<file path="src/rtl/mem_arbiter.sv">
// Round-robin arbiter that shares one table-memory port among NUM_REQ requesters.
// Optional BUSY watchdog is enabled by defining MEM_ARB_TIMEOUT_EN.
module mem_arbiter #(
  parameter int NUM_REQ        = 2,
  parameter int ADDR_W         = 32,
  parameter int DATA_W         = 32,
  parameter int TIMEOUT_CYCLES = 255
) (
  input  logic                         clk,
  input  logic                         rst,
  input  logic [NUM_REQ-1:0]           req_ce_i,
  input  logic [NUM_REQ-1:0]           req_we_i,
  input  logic [NUM_REQ*ADDR_W-1:0]    req_addr_i,
  input  logic [NUM_REQ*4-1:0]         req_width_i,
  input  logic [NUM_REQ*DATA_W-1:0]    req_data_i,
  output logic [NUM_REQ-1:0]           req_ready_o,
  output logic [DATA_W-1:0]            req_data_o,
  output logic                         mem_ce_o,
  output logic                         mem_we_o,
  output logic [ADDR_W-1:0]            mem_addr_o,
  output logic [3:0]                   mem_width_o,
  output logic [DATA_W-1:0]            mem_data_o,
  input  logic [DATA_W-1:0]            mem_data_i,
  input  logic                         mem_ready_i,
  output logic [$clog2(NUM_REQ)-1:0]   grant_o,
  output logic                         busy_o,
  output logic                         timeout_err_o
);
  localparam int GW = $clog2(NUM_REQ);

  typedef struct packed {
    logic              we;
    logic [ADDR_W-1:0] addr;
    logic [3:0]        width;
    logic [DATA_W-1:0] data;
  } req_t;

  typedef enum logic {IDLE, BUSY} state_t;

  state_t        state, state_nxt;
  req_t          req_a [NUM_REQ];
  logic [GW-1:0] rr_ptr, pick, grant_inc;
  logic          pick_vld, tmo, done;

  for (genvar i = 0; i < NUM_REQ; i++) begin : g_req
    assign req_a[i] = '{we:    req_we_i[i],
                        addr:  req_addr_i[i*ADDR_W +: ADDR_W],
                        width: req_width_i[i*4 +: 4],
                        data:  req_data_i[i*DATA_W +: DATA_W]};
  end

  // first active requester at or above rr_ptr, wrapping
  always_comb begin
    int j;
    j        = 0;
    pick     = '0;
    pick_vld = 1'b0;
    for (int k = 0; k < NUM_REQ; k++) begin
      j = int'(rr_ptr) + k;
      if (j >= NUM_REQ) j = j - NUM_REQ;
      if (!pick_vld && req_ce_i[j]) begin
        pick_vld = 1'b1;
        pick     = GW'(j);
      end
    end
  end

  assign grant_inc = (grant_o == GW'(NUM_REQ-1)) ? '0 : grant_o + 1'b1;

`ifdef MEM_ARB_TIMEOUT_EN
  localparam logic [7:0] TMO_LAST = 8'(TIMEOUT_CYCLES-1);
  logic [7:0] tmo_cnt;
  logic       tmo_err_q;
  assign tmo           = (state == BUSY) && !mem_ready_i && (tmo_cnt == TMO_LAST);
  assign timeout_err_o = tmo_err_q;
`else
  logic unused_tmo;
  assign unused_tmo    = ^TIMEOUT_CYCLES;
  assign tmo           = 1'b0;
  assign timeout_err_o = 1'b0;
`endif

  assign done = (state == BUSY) && (mem_ready_i || tmo);

  always_ff @(posedge clk) begin
    if (rst) state <= IDLE;
    else     state <= state_nxt;
  end

  always_comb begin
    state_nxt = state;
    case (state)
      IDLE: if (pick_vld) state_nxt = BUSY;
      BUSY: if (done)     state_nxt = IDLE;
      default:            state_nxt = IDLE;
    endcase
  end

  // completion strobe; an aborted access returns zero data
  always_comb begin
    req_ready_o = '0;
    req_data_o  = '0;
    if (done) begin
      req_ready_o[grant_o] = 1'b1;
      if (mem_ready_i) req_data_o = mem_data_i;
    end
  end

  always_ff @(posedge clk) begin
    if (rst) begin
      mem_ce_o    <= 1'b0;
      mem_we_o    <= 1'b0;
      mem_addr_o  <= '0;
      mem_width_o <= '0;
      mem_data_o  <= '0;
      grant_o     <= '0;
      rr_ptr      <= '0;
      busy_o      <= 1'b0;
`ifdef MEM_ARB_TIMEOUT_EN
      tmo_cnt     <= '0;
      tmo_err_q   <= 1'b0;
`endif
    end else begin
`ifdef MEM_ARB_TIMEOUT_EN
      tmo_err_q <= tmo;
      tmo_cnt   <= (state == BUSY) ? tmo_cnt + 8'd1 : 8'd0;
`endif
      case (state)
        IDLE: if (pick_vld) begin
          grant_o     <= pick;
          mem_we_o    <= req_a[pick].we;
          mem_addr_o  <= req_a[pick].addr;
          mem_width_o <= req_a[pick].width;
          mem_data_o  <= req_a[pick].data;
          mem_ce_o    <= 1'b1;
          busy_o      <= 1'b1;
        end
        BUSY: if (done) begin
          mem_ce_o <= 1'b0;
          mem_we_o <= 1'b0;
          busy_o   <= 1'b0;
          rr_ptr   <= grant_inc;
        end
        default: ;
      endcase
    end
  end
endmodule

</file>
<file path="config.mk">
export PLATFORM = sky130hd
export DESIGN_NAME = mem_arbiter
export DESIGN_NICKNAME = d
export VERILOG_FILES = /design/src/rtl/mem_arbiter.sv
export SDC_FILE = /design/constraint.sdc
export NUM_CORES = 1
export LEC_CHECK = 0
export CAP_MARGIN = 20
export CORE_MARGIN = 2
export CORE_UTILIZATION = 25
export CTS_BUF_LIST = sky130_fd_sc_hd__clkbuf_8
export DETAILED_ROUTE_END_ITERATION = 8
export HOLD_SLACK_MARGIN = 0.1
export PLACE_DENSITY = 0.68
export SLEW_MARGIN = 20
export SYNTH_ARGS = -nofsm -noshare
export SYNTH_HDL_FRONTEND = slang
export SYNTH_SLANG_ARGS = --single-unit
</file>
<file path="constraint.sdc">
create_clock -name clk -period 3.21 [get_ports clk]
set_input_delay 0.642 -clock clk [delete_from_list [all_inputs] [get_ports clk]]
set_output_delay 0.642 -clock clk [all_outputs]
set_load 0.01 [all_outputs]
</file>
# After elaboration in Yosys (flattened, before gate mapping)
# Index checks and enable logic that the tools add are counted.
# totals
elab_cells	59
latch_bits	0
romBits	0
memories	0
in_bits	175
regBits	73
mem_bits_rw	0
out_inout_bits	107
# op_classes
shift	0
n_addsub	4
n_lt_le_gt_ge	7
n_mux	29
n_reduce_logical	7
n_mul	0
n_bitwise	2
eq_ne	2
n_div	0
# ops
op	count
$mux 69	3
$mux 32	4
$lt 32x3->1 const B	2
$mux 1	17
$pmux 1 s2	3
$reduce_and 2->1	3
$ge 2x2->1 const B	2
$logic_and 1x1->1	3
$sub 1x2->3 const B	1
$sub 2x2->3 const B	1
$add 1x1->2 const B	1
$ge 1x2->1 const B	1
$lt 1x2->1 const B	1
$mux 2	1
$ne 2x1->1 const B	1
$ne 2x2->1 const B	1
$not 1->2	1
$add 1x1->1 const B	1
$demux 1 s1	1
$ge 1x1->1 const B	1
$logic_not 1->1	1
$not 1->1	1

# Logic depth before layout (Yosys ltp)
# logic_depth
word_depth	15
ltp_mapped	6
depth_no_buf	4

# Worst setup path after synthesis
# OpenSTA, ideal clock, no wires.
# synth_timing
path_kind	input -> output
startpoint	input mem_ready_i
endpoint	output req_data_o[0]
slack_ns	1.527
cell_stages	2
arrival_ns	1.041
required_time_ns	2.568
path_buffers	1
cell_sequence	clkbuf_1 > and3_1
# synth_via
elab_chain_len	2
word_cells_on_any_way	3
# synth_lines
element	line_no	source
from (decl)	24	input logic mem_ready_i,
$mux 32 / $logic_and 1x1->1 (equally long branches)	105, 83	
$mux 32 *	103	if (done) begin
to (decl)	17	output logic [DATA_W-1:0] req_data_o,
# Mark *: on every way between the ends. The rest lies on a longest branch, timed or not.

# Worst setup path after layout
# layout_timing
startpoint	register state
endpoint	output req_ready_o[1]
# layout_via
elab_chain_len	2
# layout_lines
element	line_no	source
from (decl)	40	state_t state, state_nxt;
from (signal assigned)	87	else state <= state_nxt;
$logic_and 1x1->1	83	assign done = (state == BUSY) && (mem_ready_i || tmo);
$mux 2	103	
to (decl)	16	output logic [NUM_REQ-1:0] req_ready_o,
# No other way between the ends.

==> flow_summary.yaml <==
timing:
  min_period_ns: 2.852
  maxSlewViolCount: 0
  timing.slew.headroom_pct: 31.78
  tightest_slew_ns: 1.022
  rsz0062_at_grt: "no"
  hold_viol: 0
  hold_ws_ns: 0.5046
  skew_ns: 0.006508
  min_period_over_period_pct: 88.84
  fmax_mhz: 350.7
  final-setup-viol-count: 0
  final.setup.tns_ns: 0
place:
  gp_congestion: 0.7892
  dpl_cell_area_um2: 6705
  port-buffer-count: 280
  dp_hpwl_um: 10440
routing:
  routed_via_density: 4.703
  route.detailed.drc: 0
  vias: 4200
  detail-route-antenna-nets: 0
  drt-wirelength-per-cell_um: 15.71
  routed_wl_um: 14030
  drt-initial-drc-count: 167
  drt_pre_antenna_iters: 4
global_route:
  grt_max_degree: 78
  grt.total_usage_pct: 16.73
  grt_pass1_wl_um: 21530
  grt_pass1_vias: 4370
  antenna_found_initial: 0
  grt.overflow.total: 0
setup_path:
  cp_data_arrival_time_ns: 2.21
  end_kind: "output pin"
  worstSetupStartpointType: "flop"
  path_max_fanout: 40
  crit_type: "flop to output pin"
  worstPathRequired_ns: 2.57
floorplanning:
  core.rowCount: 45
  die_w_um: 128.0
  top_level_ports: 282
  start_util_pct: 25.47
  dieArea_um2: 16380
  die_h_um: 128.0
  coreArea_um2: 15090
synth:
  avgSynthCellArea_um2: 8.599
  synthCells: 447
  ys_ff_latch: 73
  synth-edff-count: 0
  yosysUniqueCellTypes: 25
  synth_top_area_share_pct: 38.02
  synthFlopType: "dfxtp_1"
  yosysSeqAreaShare_pct: 38.02
  synthArstFlopShare_pct: 0
  yosys_warnings: 0
  syn_nets: 622
  yosysTopAreaCell: "dfxtp_1"
  syn-cell-area_um2: 3844
  synthTopCellsByArea: "dfxtp_1, a311oi_2, nand2_1"
clocking:
  clock_path_buffers: 2
  cts_buffers: 9
  hold_buffers: 0
  post_cts_buffers: 0
  cts-root-buf: "clkbuf_8"
  clock_sinks: 73
  cts_resized: 0
  htree_levels: 3
  clock_latency_ns: 0.36
  clkTransAtPathRegs_ns: 0.08
  cts_tree: "done"
final_layout:
  postLayoutCellArea_um2: 6925
  area_delta_synth_final_pct: 80.18
  diodes: 0
  nNetsFinal: 875
  final_util_pct: 45.90
  layout-drive-gt1-share_pct: 12.91
status:
  status: "finished clean"
pwr:
  fin_total_pwr_w: 0.002747
  p_leak_nw: 2.665
  vdd_drop_max_uv: 221.3
  power.density_nw_per_um2: 396.6
min_path:
  hold_class: "flop to flop"
flow_run:
  maxCapViolations: 0
[cells in the mapped netlist (all sizes together), types with 3 or more instances]
cell type  count
a311oi        68
and3          33
buf           31
clkbuf        15
dfxtp         73
inv            3
nand2        137
nor2          73
nor3           3
[kinds of logic (layout without fill, tap and decap cells)]
kind of cell	count (synthesis)	after routing	share of synthesized area [%]
AO/OA/AOI/OAI	74	74	27.31
buffers and inverters	49	307	7.487
flip-flops	73	73	38.02
multiplexers	1	1	0.2604
other	1	1	0.09756
AND/OR/NAND/NOR	249	249	26.82
[sequential cells by signal (all words and copies together) (netlist names)]
signal / count
busy_o: 1
grant_o: 1
mem_addr_o: 32
mem_data_o: 32
mem_we_o: 1
mem_width_o: 4
rr_ptr: 1
state: 1
[critical path: stages (launching register included)]
cell	delay [ns]
dfxtp_1	1.00
and3_1	0.30
clkdlybuf4s50_1	0.54
[final timing paths]
check,from,to,slack [ns],cells after the start
max,state,req_ready_o[1],0.36,2
min,mem_data_o[21],mem_data_o[21],0.50,2
max reg2reg,state,mem_addr_o[14],1.36,4
min reg2reg,mem_data_o[21],mem_data_o[21],0.50,2
[layer usage]
metal  share of wire (%)  track usage [%]
met5                   0                0
met4                 1.7            5.171
met1                  40            18.73
met3                 8.1            5.092
met2                  50            30.39
[through the flow]
stage,setup WS [ns],instances
after global placement,0.4121,877
final,0.3582,893
after global routing,0.1635,893
after CTS,0.3072,893
after floorplan,1.527,447
after detailed placement,0.3938,877
[power breakdown]
part | internal (W) | leakage, nW | switching [W]
registers | 0.000998 | 0.607 | 0.0000583
logic | 0.000504 | 1.94 | 0.000375
clock network | 0.000455 | 0.117 | 0.000357
total | 0.00196 | 2.67 | 0.000790
[layout make-up]
class | count | area, um^2
well taps | 188 | 235.2
fillers | 1455 | 8164
clock buffers | 10 | 137.6
clock inverters | 6 | 82.58
flip-flops and latches | 73 | 1461
multi-input cells | 325 | 2100
inverters | 3 | 11.26
repair buffers | 288 | 2898
[layout by cell type (no fill, tap or decap), drive strengths merged, types with 2 or more instances in the layout]
master / netlist / final
nor3: 3 / 3
dfxtp: 73 / 73
clkinv: 0 / 3
a311oi: 68 / 68
inv: 3 / 4
clkbuf: 15 / 10
and3: 33 / 33
bufinv: 0 / 2
nor2: 73 / 73
clkdlybuf4s50: 0 / 279
buf: 31 / 9
nand2: 137 / 137
Note: power is estimated with default switching activity, not from simulation.
